### config.mk
export PLATFORM = sky130hd
export DESIGN_NAME = tic_countdown
export DESIGN_NICKNAME = d
export VERILOG_FILES = /design/src/rtl/tic_countdown.sv
export SDC_FILE = /design/constraint.sdc
export NUM_CORES = 1
export LEC_CHECK = 0
export CAP_MARGIN = 20
export CORE_ASPECT_RATIO = 1.1
export CORE_MARGIN = 2
export CORE_UTILIZATION = 25
export CTS_BUF_LIST = sky130_fd_sc_hd__clkbuf_2 sky130_fd_sc_hd__clkbuf_4 sky130_fd_sc_hd__clkbuf_8
export CTS_CLUSTER_SIZE = 28
export DETAILED_ROUTE_END_ITERATION = 8
export GPL_TIMING_DRIVEN = 0
export PLACE_DENSITY_LB_ADDON = 0.12
export SLEW_MARGIN = 20
export SYNTH_ARGS = -nofsm -noshare
export SYNTH_HDL_FRONTEND = slang
export SYNTH_SLANG_ARGS = --single-unit
### constraint.sdc
create_clock -name clk_i -period 3.41 [get_ports clk_i]
set_input_delay 0.8525 -clock clk_i [delete_from_list [all_inputs] [get_ports clk_i]]
set_output_delay 0.8525 -clock clk_i [all_outputs]
set_load 0.02 [all_outputs]
### src/rtl/tic_countdown.sv
// tic_countdown: programmable countdown timer driven by a 1-cycle timebase
// strobe. A duration (in tics) is held in a reload register, counted down to
// zero one tic at a time, and expiry raises a one-cycle pulse. The count can
// optionally restart from the reload value on expiry.
//
// Ports:
//   clk_i          system clock, rising edge
//   rst_i          synchronous active-high reset
//   tic_i          1-cycle timebase strobe
//   load_i         capture duration_i into the reload register (IDLE/DONE only)
//   duration_i     countdown length in tics, unsigned
//   start_i        begin counting (IDLE/DONE only)
//   pause_i        level, freezes counting while high
//   abort_i        cancel countdown, return to IDLE
//   auto_reload_i  level, sampled at expiry
//   remaining_o    current count value
//   busy_o         counting or paused
//   done_o         countdown finished, waiting for start/abort
//   expired_o      one-cycle pulse per expiry
//
// state | meaning
// IDLE  | no countdown active, remaining is 0
// RUN   | counting tics down
// HOLD  | paused, remaining frozen
// DONE  | countdown finished, holds until start or abort
module tic_countdown #(
  parameter int N = 16
) (
  input  logic         clk_i,
  input  logic         rst_i,
  input  logic         tic_i,
  input  logic         load_i,
  input  logic [N-1:0] duration_i,
  input  logic         start_i,
  input  logic         pause_i,
  input  logic         abort_i,
  input  logic         auto_reload_i,
  output logic [N-1:0] remaining_o,
  output logic         busy_o,
  output logic         done_o,
  output logic         expired_o
);

  localparam logic [1:0] ST_IDLE = 2'd0;
  localparam logic [1:0] ST_RUN  = 2'd1;
  localparam logic [1:0] ST_HOLD = 2'd2;
  localparam logic [1:0] ST_DONE = 2'd3;

  logic [1:0]   state_q, state_d;
  logic [N-1:0] remaining_q, remaining_d;
  logic [N-1:0] reload_q, reload_d;
  logic         expired_q, expired_d;

  logic         accept_cmd;
  logic [N-1:0] start_val;

  // start/load are only honoured when no countdown is in progress
  assign accept_cmd = (state_q == ST_IDLE) || (state_q == ST_DONE);
  // a load in the same cycle as start takes effect immediately
  assign start_val  = load_i ? duration_i : reload_q;

  always_comb begin
    state_d     = state_q;
    remaining_d = remaining_q;
    reload_d    = reload_q;
    expired_d   = 1'b0;

    if (abort_i) begin
      state_d     = ST_IDLE;
      remaining_d = '0;
    end else if (start_i && accept_cmd) begin
      if (load_i) reload_d = duration_i;
      if (start_val != '0) begin
        remaining_d = start_val;
        state_d     = ST_RUN;
      end else begin
        // zero-length countdown expires immediately
        remaining_d = '0;
        expired_d   = 1'b1;
        state_d     = ST_DONE;
      end
    end else if (load_i && accept_cmd) begin
      reload_d = duration_i;
    end else begin
      case (state_q)
        ST_RUN: begin
          if (pause_i) begin
            state_d = ST_HOLD;
          end else if (tic_i) begin
            if (remaining_q > {{(N-1){1'b0}}, 1'b1}) begin
              remaining_d = remaining_q - 1'b1;
            end else if (remaining_q != '0) begin
              expired_d = 1'b1;
              // a zero reload value would never expire again, so stop instead
              if (auto_reload_i && (reload_q != '0)) begin
                remaining_d = reload_q;
              end else begin
                remaining_d = '0;
                state_d     = ST_DONE;
              end
            end
          end
        end
        ST_HOLD: begin
          if (!pause_i) state_d = ST_RUN;
        end
        default: ;
      endcase
    end
  end

  always_ff @(posedge clk_i) begin
    if (rst_i) begin
      state_q     <= ST_IDLE;
      remaining_q <= '0;
      reload_q    <= '0;
      expired_q   <= 1'b0;
    end else begin
      state_q     <= state_d;
      remaining_q <= remaining_d;
      reload_q    <= reload_d;
      expired_q   <= expired_d;
    end
  end

  assign remaining_o = remaining_q;
  assign busy_o      = (state_q == ST_RUN) || (state_q == ST_HOLD);
  assign done_o      = (state_q == ST_DONE);
  assign expired_o   = expired_q;

endmodule

==> key figures, run 1 <==
Final layout
  • Final core utilization: a little under a third
  • Final instance area: 3120 um^2
  • Area delta synth->final: 26.1%
  • Layout fillers: 1042
  • Non-filler instance count after layout: 484
  • Diodes inserted: 0
  • Share of cells above drive strength 1: 7.97%
  • Nets@finish: 393
  • Register area: 701 um^2
  • Multi-input logic area: 1650 um^2

Critical path
  • Worst R2R Start: state_q[0]
  • Launch point of the worst path: start_i
  • Reg2Reg Setup Slack: 0.42 ns
  • Startpoint Class: input pin
  • Cell Chain, Critical Path: clkdlybuf4s50_1, and2_1, clkbuf_1, nand2_1, a2111oi_2, nand2b_1, buf_2, a211oi_1
  • Critical Path Fanout Max: 10
  • CP Class: input pin to flop
  • CP required: 3.59 ns
  • R2R cell count: 9
  • Worst r2r dst: remaining_o[2]
  • Data arrival, critical path: 3.36 ns
  • Critical Path End: remaining_o[2]
  • Worst setup EP type: flop
  • Crit-path max cell delay: between 0.7 and 0.8 ns
  • Slowest CP cell: a2111oi_2

Place
  • Dpl cell area: 3020 um^2
  • # port buffers: 40
  • Dpl hpwl: just under 7 mm
  • Routability cong.: ~0.84
  • Placed Cells: 476

GRT
  • GR Overflow Total: 0
  • Met1 Resource Use GR: 22.3%
  • First-pass GRT wire length: 14.1 mm
  • Initial antenna violation count: 0
  • Gr busiest metal: met2
  • GRT met2 Usage: 27.7%
  • Largest net degree at the start of global routing: 11
  • Vias in the first global route: about 2.6k
  • GRT Overall Usage: 16.7%
  • Grt met3 use: 2.33%

Clocking
  • Reg clk slew, reported paths: approximately 0.080 ns
  • H-tree Lvls: 2
  • CTS sink cnt: 35
  • Post_cts resized: 1
  • CTS tree: yes
  • Clock Path Buffers: 2
  • CTS Buf Count: 5
  • Post-CTS setup buffer count: 0
  • Clock Latency Late Sink: 0.30 ns
  • Root buffer cell: clkbuf_8
  • Hold buffer count at cts: 0

Pwr
  • Combinational power share: 36.8%
  • Seq pwr share: a little under two fifths
  • Worst-case vdd ir drop: 0.000131 V
  • Sw power: approximately 0.48 mW
  • Clock power share: 26.0%
  • Sw Ratio: a little under two fifths
  • PD cells: 399 nW/um^2
  • Cell internal pwr: 0.767 mW
  • Final Power: 1.24 mW
  • Leakage: around 1.1 nW

Routing
  • WL/cell: around 18 um
  • DRC viols: 0
  • Iteration-0 DRC Markers: 155
  • Routed Antenna Nets: 0
  • 1st-pass router iterations: 5
  • Drt via density: 5.41
  • Routed via count: 2620
  • Total wire length: 8.78 mm

Yosys
  • Synthesized area: between 2000 and 2500 um^2
  • Main flop type after synthesis: dfxtp_1
  • Syn_area_per_cell: 7.82 um^2
  • YS warnings: 0
  • Main area contributors after synthesis: dfxtp_1, nand2_1, a21oi_1
  • Yosys reg bits: 35
  • Synth cell types: 59
  • Synth area leader: dfxtp_1
  • Post-synth top cells: nand2_1, dfxtp_1, a21oi_1
  • Mapped Nets: 346
  • Synth Instances: 316
  • EDFF count, synth: 0
  • Sequential fraction of the synthesis area: 28.3%
  • Post-synth top area share: 28.3%
  • Most common cell in the netlist: nand2_1
  • Ys async rst share: 0%

Floorplanning
  • Num ports: 43
  • Die Span Y: about 110 um
  • Die X: roughly 100 um
  • Initial Util: 25.4%
  • Core footprint: 9750 um^2
  • DIE AREA: 10700 um^2
  • # rows: 38

Timing
  • Final max-slew violation count: 0
  • # setup viols final: 0
  • Final Skew: 0.00706 ns
  • Final Hold Vio Count: 0
  • Setup repair after global routing missed its margin: false
  • Final worst path period share: 93.2%
  • Worst-margin pin slew: 0.929 ns
  • Max Clk Rate: 315 MHz
  • Worst hold slack: 0.506 ns
  • Min Tclk post-route: 3.18 ns
  • Slew headroom: 37.5%

Job
  • Max-cap viol count: 0

Status
  • Outcome: finished clean

Hold path
  • Hold WC Path Type: flop to flop
  • Hold_sp: reload_q[12]
## kinds of logic (layout without fill, tap and decap cells)
kind of cell	after synthesis	in the layout	share of synthesized area [%]
AOI/OAI and AO/OA	88	88	26.4
muxes	13	13	5.36
and+or+nand+nor	139	139	28.8
adders and majority gates	6	6	3.04
xor gates and xnor gates	8	8	2.83
buffers and inverters	27	75	5.21
DFF	35	35	28.3
## worst min-delay path by stage
stage / to / depth (start not counted) / slack, ns
after floorplan: reload_q[3] / 2 / 0.46
after global placement: reload_q[2] / 2 / 0.48
after detailed placement: reload_q[8] / 2 / 0.49
after CTS: reload_q[8] / 2 / 0.50
after global routing: reload_q[8] / 2 / 0.52
final: reload_q[12] / 2 / 0.51
## critical path, delay by kind of cell
| kind | cells | cell delay [ns] |
|---|---|---|
| buffers and inverters | 3 | 1.12 |
| AO/OA/AOI/OAI | 2 | 0.79 |
| AND/OR/NAND/NOR | 3 | 0.59 |
## registers in the layout (all words and copies together), names as in the netlist
name	count
expired_o	1
reload_q	16
remaining_o	16
state_q	2
## placed cells by master (no fill, tap or decap), types with 4 or more instances in the layout
master and n:
a31oi_1 5, mux2i_1 11, nor3_1 8, clkdlybuf4s50_1 40, nor4_1 11, nor2b_1 6, o211ai_1 9, clkbuf_8 5
nor2_1 19, a21oi_1 33, buf_2 4, inv_1 5, clkbuf_1 15, nand4_1 13, a311o_1 4, xnor2_1 4
nand2_1 53, ha_1 6, a211oi_1 5, nand3_1 9, dfxtp_1 35, xor2_1 4, o21ai_0 5
## area by class of cell
class,count,area share (%)
sequential,35,22.5
clock inverter,1,0.161
timing repair buffer,40,12.8
buffer,22,3.53
tap,120,4.82
inverter,5,0.602
clock buffer,7,2.69
multi-input combinational,254,52.9
## power groups by stage
stage / clock [mW] / sequential [mW] / combinational (mW)
after global placement: 0 / 0.471 / 0.455
after floorplan: 0 / 0.473 / 0.291
after global routing: 0.346 / 0.465 / 0.498
after detailed placement: 0 / 0.471 / 0.448
final: 0.323 / 0.462 / 0.458
after CTS: 0.330 / 0.461 / 0.454
## layer usage
layer,vias up,wire length [um]
li1,1281,-
met1,1242,4140
met2,85,4070
met3,12,386
met4,0,176
met5,-,0
## stage by stage
stage	setup slack, ns	TNS (ns)
after floorplan	0.856	0
after global placement	-0.642	-7.23
after detailed placement	-0.396	-3.98
after CTS	0.231	0
after global routing	0.0280	0
final	0.231	0
Note: power is estimated with default switching activity, not from simulation.
==> inputs of run 2 (changes only) <==
Settings changed: CELL_PAD_IN_SITES_DETAIL_PLACEMENT set to 2, CELL_PAD_IN_SITES_GLOBAL_PLACEMENT set to 2.
Clock period 3.41 ns to 2.6 ns, I/O delays scaled along.
==> key figures, run 2 (synthesis results as in run 1) <==
Place
  • Dpl hpwl: 7.84 mm (+16%)
  • # port buffers: 40 (unchanged)
  • Routability cong.: 0.761 (-9.8%)
  • Dpl cell area: 3030 um^2 (+0.17%)
  • Placed Cells: 476 (unchanged)

Job
  • Max-cap viol count: 0 (unchanged)

Final layout
  • Share of cells above drive strength 1: 12.1% (+4.1 points)
  • Nets@finish: 394 (+0.25%)
  • Most common cell after layout, fill and taps aside: nand2_1
  • Layout fillers: 1107 (+6.2%)
  • Final instance area: 3220 um^2 (+3.3%)
  • Non-filler instance count after layout: 485 (+0.21%)
  • Most frequent cells in the layout: nand2_1, clkdlybuf4s50_1, dfxtp_1
  • Area delta synth->final: 30.3%
  • Diodes inserted: 0 (unchanged)
  • Final core utilization: 33.0% (+1.1 points)

Timing
  • Slew headroom: 51.8% (+14 points)
  • Max Clk Rate: 406 MHz
  • Final worst path period share: 94.7%
  • Final Skew: 0.0106 ns (+0.00356 ns)
  • # setup viols final: 0 (unchanged)
  • Final max-slew violation count: 0 (unchanged)
  • Worst-margin pin slew: 0.717 ns (-0.213 ns)
  • Min Tclk post-route: 2.46 ns
  • Setup repair after global routing missed its margin: false
  • Final Hold Vio Count: 0 (unchanged)
  • TNS Setup: 0 ns (unchanged)

Routing
  • 1st-pass router iterations: 4 (-1)
  • Total wire length: 9.92 mm (+13%)
  • Routed via count: 2662 (+1.6%)
  • Drt via density: 5.49 (+1.4%)
  • WL/cell: 20.4 um (+13%)
  • Iteration-0 DRC Markers: 115 (-26%)
  • DRC viols: 0 (unchanged)
  • Routed Antenna Nets: 0 (unchanged)

Critical path
  • Slowest CP cell: clkdlybuf4s50_1
  • Cell Chain, Critical Path: inv_1, ha_1, inv_1, clkdlybuf4s50_1
  • Data arrival, critical path: 1.81 ns (-1.55 ns)
  • Startpoint Class: flop
  • Critical Path Fanout Max: 5 (-5)
  • CP most frequent cell: inv_1
  • Crit-path max cell delay: 0.59 ns (-0.12 ns)
  • Worst setup EP type: primary output
  • CP required: 1.95 ns (-1.64 ns)
  • CP Class: flop to primary output

Floorplanning
  • # rows: 38 (unchanged)
  • Num ports: 43 (unchanged)
  • Initial Util: 25.4% (unchanged)
  • Core footprint: 9750 um^2 (unchanged)
  • Die Span Y: 108 um (unchanged)
  • Die X: 98.8 um (unchanged)
  • DIE AREA: 10700 um^2 (unchanged)

GRT
  • Vias in the first global route: 2693 (+5.6%)
  • Initial antenna violation count: 0 (unchanged)
  • First-pass GRT wire length: 15.8 mm (+12%)
  • GR Overflow Total: 0 (unchanged)
  • Largest net degree at the start of global routing: 12 (+1)
  • GRT Overall Usage: 19.2% (+2.5 points)

Clocking
  • CTS Buf Count: 5 (unchanged)
  • CTS tree: yes
  • H-tree Lvls: 2 (unchanged)
  • Reg clk slew, reported paths: 0.07 ns (about the same)
  • CTS sink cnt: 35 (unchanged)
  • Root buffer cell: clkbuf_8
  • Clock Path Buffers: 2 (unchanged)
  • Clock Latency Late Sink: 0.30 ns (about the same)
  • Hold buffer count at cts: 0 (unchanged)

Pwr
  • Worst-case vdd ir drop: 0.000176 V (+35%)
  • PD cells: 555 nW/um^2 (+39%)
  • Leakage: 1.12 nW (+3.7%)

Hold path
  • Hold WC Path Type: flop to flop

Status
  • Outcome: finished clean
run 2: changes by cell type in the layout (fill, tap and decap cells not counted), moves of 2 or more:
cell | before | now
nor4_2 | 0 | 4
buf_4 | 0 | 3
clkbuf_2 | 0 | 2
buf_2 | 4 | 2
clkbuf_1 | 15 | 10
nor4_1 | 11 | 7
run 2: cell type report:
type                    instances  area, um^2  share of cell area, %
plain buffers                  20         114                   3.54
flip-flops and latches         35         701                   21.8
clock inverters                 2        35.0                   1.09
multi-input cells             254        1700                   52.7
clock buffers                   6        82.6                   2.56
well taps                     120         150                   4.66
repair buffers                 43         422                   13.1
inverters                       5        18.8                  0.583
run 2: power by group:
group	internal [mW]	switching [mW]	total [mW]
Clock	0.311	0.228	0.538
Sequential	0.564	0.0447	0.609
Combinational	0.247	0.392	0.639
run 2: layer usage:
layer | part of all wire, % | GRT usage [%] | wire, um
met5 | 0 | 0 | 0
met1 | 49 | 27.0 | 4840
met4 | 1.2 | 4.21 | 120
met2 | 47 | 31.3 | 4670
met3 | 3.0 | 2.46 | 294
run 2: worst paths after layout:
kind	from	endpoint	slack (ns)	depth (start not counted)
setup / recovery	state_q[0]	busy_o	0.14	4
setup reg to reg	remaining_o[1]	remaining_o[7]	0.15	8
hold / removal	reload_q[2]	reload_q[2]	0.51	2
hold reg to reg	reload_q[2]	reload_q[2]	0.51	2
run 2: through the flow:
step | power, mW | hold slack, ns | setup WS (ns)
after floorplan | 1.00 | 0.458 | 0.136
after global placement | 1.23 | 0.485 | -1.47
after detailed placement | 1.24 | 0.493 | -0.793
after CTS | 1.80 | 0.504 | 0.0341
after global routing | 1.90 | 0.532 | 0.000554
final | 1.79 | 0.510 | 0.137
run 2: worst max-delay path: cells and delay by family, from the launching register on:
family	cells	cell delay (ns)
adders and majority gates	1	0.37
buffers and inverters	3	0.76
DFF	1	0.40
run 2: repair_timing:
action                                  CTS  global route
hold endpoints to repair                  0             0
setup buffers                             3             0
endpoints found under the setup margin   18            15
pin swaps                                 2             0
resized for setup                         9             9
==> edit 1, RTL diff (flow settings as in run 2) <==
The parameter `N` goes from 16 to 17.
--- a/src/rtl/tic_countdown.sv
+++ b/src/rtl/tic_countdown.sv
@@ -24,7 +24,7 @@
 // HOLD  | paused, remaining frozen
 // DONE  | countdown finished, holds until start or abort
 module tic_countdown #(
-  parameter int N = 16
+  parameter int N = 17
 ) (
   input  logic         clk_i,
   input  logic         rst_i,
Interface: changed (resized duration_i and remaining_o); port bits go from 43 to 45. The function was not compared with the original's and may differ.
==> edit 1 against run 2 <==
- synthesized area increased by 7.5%
- cell area increased by 4.3%
- maximum frequency increased by 0.61%
- wire length increased by 9.7%
- total power increased by 11%
- sequential cell count increased by 2
- clock skew decreased by 0.00091 ns
- non-clock buffer count increased by 2
- worst setup slack improved by 0.015 ns
- critical endpoint unchanged
==> edit 1: results (changes against run 2) <==
** Status
- Result of the run: complete, no violations (unchanged).

** Critical path
- The worst reg-to-reg setup slack was 0.24 ns (was 0.15 ns).
- Number of cells on the worst reg-to-reg path :: 7 (was 8)
- The reg-to-reg startpoint is state_q[0] (was remaining_o[1]).
- The worst flop-to-flop path endpoint was remaining_o[10] (was remaining_o[7]).

** Place
- The placed wire-length estimate after detailed placement was 8669 microns (was 7836 microns).
- The placed standard-cell area was 3257 sq um (was 3029 sq um).
- The count of input and output buffers was 42 (was 40).
- RePlAce Congestion :: 0.7766 (was 0.7607)
- The worst slack at placement came to -0.2194 ns (was -0.7931 ns).
- Total placed cells including tap cells :: 526 (was 476)

** Layout
- Filler cell count :: 1238 (was 1107)
- Final net count :: 422 (was 394)

** Yosys
- The instance count of the mapped netlist came to 341 (was 316).
- Number of nets produced by synthesis :: 373 (was 346)
- Top cells by instance count after synthesis: 48 x nand2_1, 37 x dfxtp_1, 35 x a21oi_1 (was 53 x nand2_1, 35 x dfxtp_1, 33 x a21oi_1).
- The number of library cell types mapped by synthesis came to 67 (was 59).
- Leading cell types by total area after synthesis: dfxtp_1 28%, nand2_1 6.8%, a21oi_1 6.6%, ha_1 3.3%, mux2i_1 3.0% (was dfxtp_1 28%, nand2_1 8.0%, a21oi_1 6.7%, mux2i_1 4.5%, nand4_1 3.3%).
- The sequential fraction of the synthesis area was 27.87% (was 28.34%).

** Clocking
- Post CTS Setup Buffer Count :: 0 (was 3)
- The cell at the root of the clock tree is clkbuf_8 (unchanged).

** Global routing
- The number of global-route vias before repair was 3051 (was 2693).
- The maximum number of pins on one net before global-route repair was 11 (was 12).
- Global router's overall resource usage :: 20.26% (was 19.16%)

** Drt
- Vias :: 2871 (was 2662)
- Final routed wire length divided by cell count :: 20.37 microns (was 20.45 microns)
- The wire length after detailed routing was 10880 microns (was 9918 microns).
- Number of DRC violations after detailed-routing iteration 0 :: 57 (was 115)

** Power and ir drop
- The worst IR drop on VDD is 0.0001960 V (was 0.0001761 V).
- The static leakage is 1.189 nW (was 1.123 nW).

** Min path
- Worst hold start :: reload_q[12] (was reload_q[2])
- Hold Path Sink :: reload_q[12] (was reload_q[2])
- The worst min-delay path class is reg -> reg (unchanged).

** STA
- The transition time at the pin with the least slew margin is 0.5907 ns (was 0.7165 ns).
- Fin Clk Skew :: 0.009705 ns (was 0.01061 ns)
==> edit 1: changes by cell type after synthesis, sizes merged, moves of 5 or more <==
cell and delta:
o31ai +11, inv +10, o21ai +10, nand3 +7, nor2 -7, o211ai -6, a31oi +5, nand2 -5
==> edit 1: layout make-up <==
cell class | count | area, sq um | area share [%]
Multi-Input combinational cell | 266 | 1762 | 52.44
Sequential cell | 37 | 740.7 | 22.05
Tap cell | 143 | 178.9 | 5.326
Timing Repair Buffer | 42 | 420.4 | 12.51
Inverter | 15 | 56.30 | 1.676
Buffer | 23 | 110.1 | 3.277
Clock buffer | 8 | 91.34 | 2.719
==> edit 1: power breakdown <==
part | switching [mW] | internal (mW) | leakage (nW)
Sequential | 0.0673 | 0.602 | 0.302
Combinational | 0.520 | 0.343 | 0.837
Clock | 0.223 | 0.222 | 0.0498
Total | 0.810 | 1.17 | 1.19
==> edit 1: critical path, delay by kind of cell (launching register included) <==
family | cells | cell delay [ns]
fa+ha+maj | 1 | 0.36
buf+inv | 3 | 0.73
flops | 1 | 0.41
==> edit 1: cells by family after synthesis <==
kind of cell | after synthesis | synth area share [%]
and+or+nand+nor | 133 | 27.83
AOI/OAI and AO/OA | 109 | 28.63
buffers and inverters | 38 | 6.214
DFF | 37 | 27.87
muxes | 10 | 3.861
xor gates and xnor gates | 7 | 2.307
adders and majority gates | 7 | 3.296
==> edit 1: timing repair <==
item / 4_1_cts / 5_1_grt
setup endpoints to repair: 0 / 13
hold buffers: 0 / 0
hold endpoints to repair: 0 / 0
resized for setup: 0 / 5
==> edit 1: per-layer routing <==
| layer | part of all wire, % | GRT usage [%] | vias to the layer above |
|---|---|---|---|
| li1 | - | - | 1381 |
| met1 | 47 | 27.15 | 1426 |
| met2 | 48 | 33.73 | 51 |
| met3 | 2.9 | 2.553 | 13 |
| met4 | 1.7 | 6.222 | 0 |
| met5 | 0 | 0 | - |
==> edit 1: through the flow <==
stage,TNS [ns],hold slack (ns),total power [mW]
floorplan,0,0.4661,1.234
global placement,-3.788,0.5008,1.532
detailed placement,-4.352,0.5119,1.543
CTS,0,0.5233,2.001
global route,0,0.5538,2.108
finish,0,0.5242,1.978
==> edit 1: worst max path at each step <==
stage	to	slack, ns	start	cells after the start
after floorplan	remaining_o[12]	0.45	remaining_o[0]	7
after global placement	reload_q[16]	-0.20	load_i	7
after detailed placement	reload_q[14]	-0.22	load_i	7
after CTS	remaining_o[12]	0.04	remaining_o[0]	7
after global routing	remaining_o[1]	0.03	state_q[0]	8
final	busy_o	0.15	state_q[0]	4
==> edit 2, RTL diff (config.mk and constraints of run 2) <==
Made on the original files. Register the outputs `busy_o` and `done_o`, with the module's reset; this adds one clock of latency there. The other outputs are not delayed to match.
--- a/src/rtl/tic_countdown.sv
+++ b/src/rtl/tic_countdown.sv
@@ -124,8 +124,15 @@
   end
 
   assign remaining_o = remaining_q;
-  assign busy_o      = (state_q == ST_RUN) || (state_q == ST_HOLD);
-  assign done_o      = (state_q == ST_DONE);
+  always_ff @(posedge clk_i) begin
+    if (rst_i) begin
+      busy_o <= '0;
+      done_o <= '0;
+    end else begin
+      busy_o <= (state_q == ST_RUN) || (state_q == ST_HOLD);
+      done_o <= (state_q == ST_DONE);
+    end
+  end
   assign expired_o   = expired_q;
 
 endmodule
Formal check against the unedited RTL: not equivalent (a bounded check fails within 4 cycles, from zero or initial values and one cycle with rst_i high).
==> edit 2 against run 2 <==
- combinational power up 85%
- wire length is 1.6% lower
- global-route usage down 0.16 points
- final cell count fell by 1.4%
- cell area fell by 1.2%
- hold slack lost 0.015 ns
- synthesized area decreased by 1.1%
- largest power group unchanged
- highest routed layer unchanged
- clock skew shrank 0.0019 ns
- total power increased by 34%
- utilization up 0.64 points
- sequential cell count increased by 2
- worst setup slack better by 0.035 ns
==> edit 2: results (changes against run 2) <==
** Yosys
- The sequential fraction of the synthesis area is 30.30% (was 28.34%).
- Top cells by instance count after synthesis: 55 x nand2_1, 37 x dfxtp_1, 23 x a21oi_1 (was 53 x nand2_1, 35 x dfxtp_1, 33 x a21oi_1).
- Count of different cell masters after synthesis :: 54 (was 59)
- The post-synthesis compound-gate area fraction was 21.55% (was 26.42%).
- Area share of xor/xnor cells in the synthesized design :: 3.941% (was 2.834%)
- Leading cell types by total area after synthesis :: dfxtp_1 30%, nand2_1 8.4%, a21oi_1 4.7%, a32o_1 4.5%, mux2i_1 4.5% (was dfxtp_1 28%, nand2_1 8.0%, a21oi_1 6.7%, mux2i_1 4.5%, nand4_1 3.3%)
- Synthesized-area fraction occupied by adder cells :: 3.071% (was 3.036%)
- The number of nets produced by synthesis came to 338 (was 346).
- Multiplexer area fraction after synthesis :: 6.960% (was 5.364%)

** Layout
- The final-layout fill cell count was 1117 (was 1107).
- Final net count :: 390 (was 394)
- The number of diodes added for antenna fixing came to 0 (unchanged).
- Fraction of final layout cells sized beyond drive strength 1 :: 12.19% (was 12.05%)

** Critical path
- Arrival @ worst endpoint :: 2.64 ns (was 1.81 ns)
- Max Fanout on Critical Path :: 10 (was 5)

** Clocking
- The number of resized instances in the post-cts repair step came to 4 (was 9).
- Clock transition at the register clock pins on the worst setup and hold paths after CTS :: 0.08 ns
- Post CTS Setup Buffer Count :: 0 (was 3)
- The number of buffers added by the clock tree synthesis step was 5 (unchanged).

** Place
- The placed wire-length estimate after detailed placement came to 7566 microns (was 7836 microns).
- RePlAce Congestion :: 0.7895 (was 0.7607)
- The worst slack at placement came to -0.4522 ns (was -0.7931 ns).
- Number of I/O port buffers :: 41 (was 40)

** Global routing
- Global routing met1 resource utilization :: 25.91% (was 27.03%)
- The first-pass GRT wire length was 15750 microns (was 15810 microns).
- The met3 usage was 2.338% (was 2.456%).
- The global-route congestion overflow total came to 0 (unchanged).
- The number of global-route vias before repair is 2743 (was 2693).
- Global router's overall resource usage :: 19.00% (was 19.16%)
- Met2 routing resource usage after global routing :: 32.22% (was 31.27%)

** Drt
- Avg Vias per Cell :: 5.404 (was 5.489)
- The post-route met1 wirelength came to 4708 microns (was 4836 microns).
- The sum of met2 wire segment lengths after detailed routing is 4685 microns (was 4667 microns).
- Metal3 WL :: 247 microns (was 294 microns)
- Final routed wire length divided by cell count :: 20.41 microns (was 20.45 microns)
- Number of DRC violations after detailed-routing iteration 0 :: 49 (was 115)

** Min path
- The worst min-delay path class is reg -> reg (unchanged).

** Status
- Result of the run: complete, no violations (unchanged).

** STA
- Fin Clk Skew :: 0.008698 ns (was 0.01061 ns)
- The relative slew slack was 62.04% (was 51.79%).

** Power and ir drop
- The static leakage was 1.177 nW (was 1.123 nW).
- The worst IR drop on VDD is 0.0002213 V (was 0.0001761 V).
edit 2: worst max-delay path: stages, from the launching register on:
cell and delay, ns:
dfxtp_1 0.36, inv_1 0.09, ha_1 0.33, nor3b_4 0.36
nand4_1 0.19, a211oi_2 0.47, buf_2 0.33, nand2_1 0.10
o21ai_1 0.11
edit 2: area by class of cell:
type,count,area (sq um),area share (%)
Inverter,6,22.52,0.7081
Clock buffer,7,90.09,2.832
Clock inverter,1,30.03,0.9441
Tap cell,117,146.4,4.603
Timing Repair Buffer,45,440.4,13.85
Buffer,22,102.6,3.226
Multi-Input combinational cell,243,1608,50.55
Sequential cell,37,740.7,23.29
edit 2: through the flow:
| stage | area, sq um | cells | hold WS (ns) | util (%) | power, mW |
|---|---|---|---|---|---|
| after floorplan | 2445 | 308 | 0.4491 | - | 1.453 |
| after global placement | 3002 | 466 | 0.4686 | 31.78 | 1.799 |
| after detailed placement | 3002 | 466 | 0.4786 | 31.78 | 1.820 |
| after CTS | 3132 | 474 | 0.4927 | 33.16 | 2.386 |
| after global routing | 3181 | 478 | 0.5326 | 33.68 | 2.572 |
| final | 3181 | 478 | 0.4956 | 33.68 | 2.401 |
edit 2: worst paths after layout:
kind / start / to / slack [ns] / cells past startpoint
setup reg to reg: remaining_o[1] / remaining_o[11] / 0.17 / 8
hold / removal: reload_q[12] / reload_q[12] / 0.50 / 2
setup / recovery: remaining_o[1] / remaining_o[11] / 0.17 / 8
hold reg to reg: reload_q[12] / reload_q[12] / 0.50 / 2
edit 2: where the power goes:
| group | internal (mW) | total, mW | switching, mW |
|---|---|---|---|
| sequential | 0.609 | 0.676 | 0.0672 |
| clock | 0.324 | 0.540 | 0.217 |
| combinational | 0.490 | 1.18 | 0.694 |
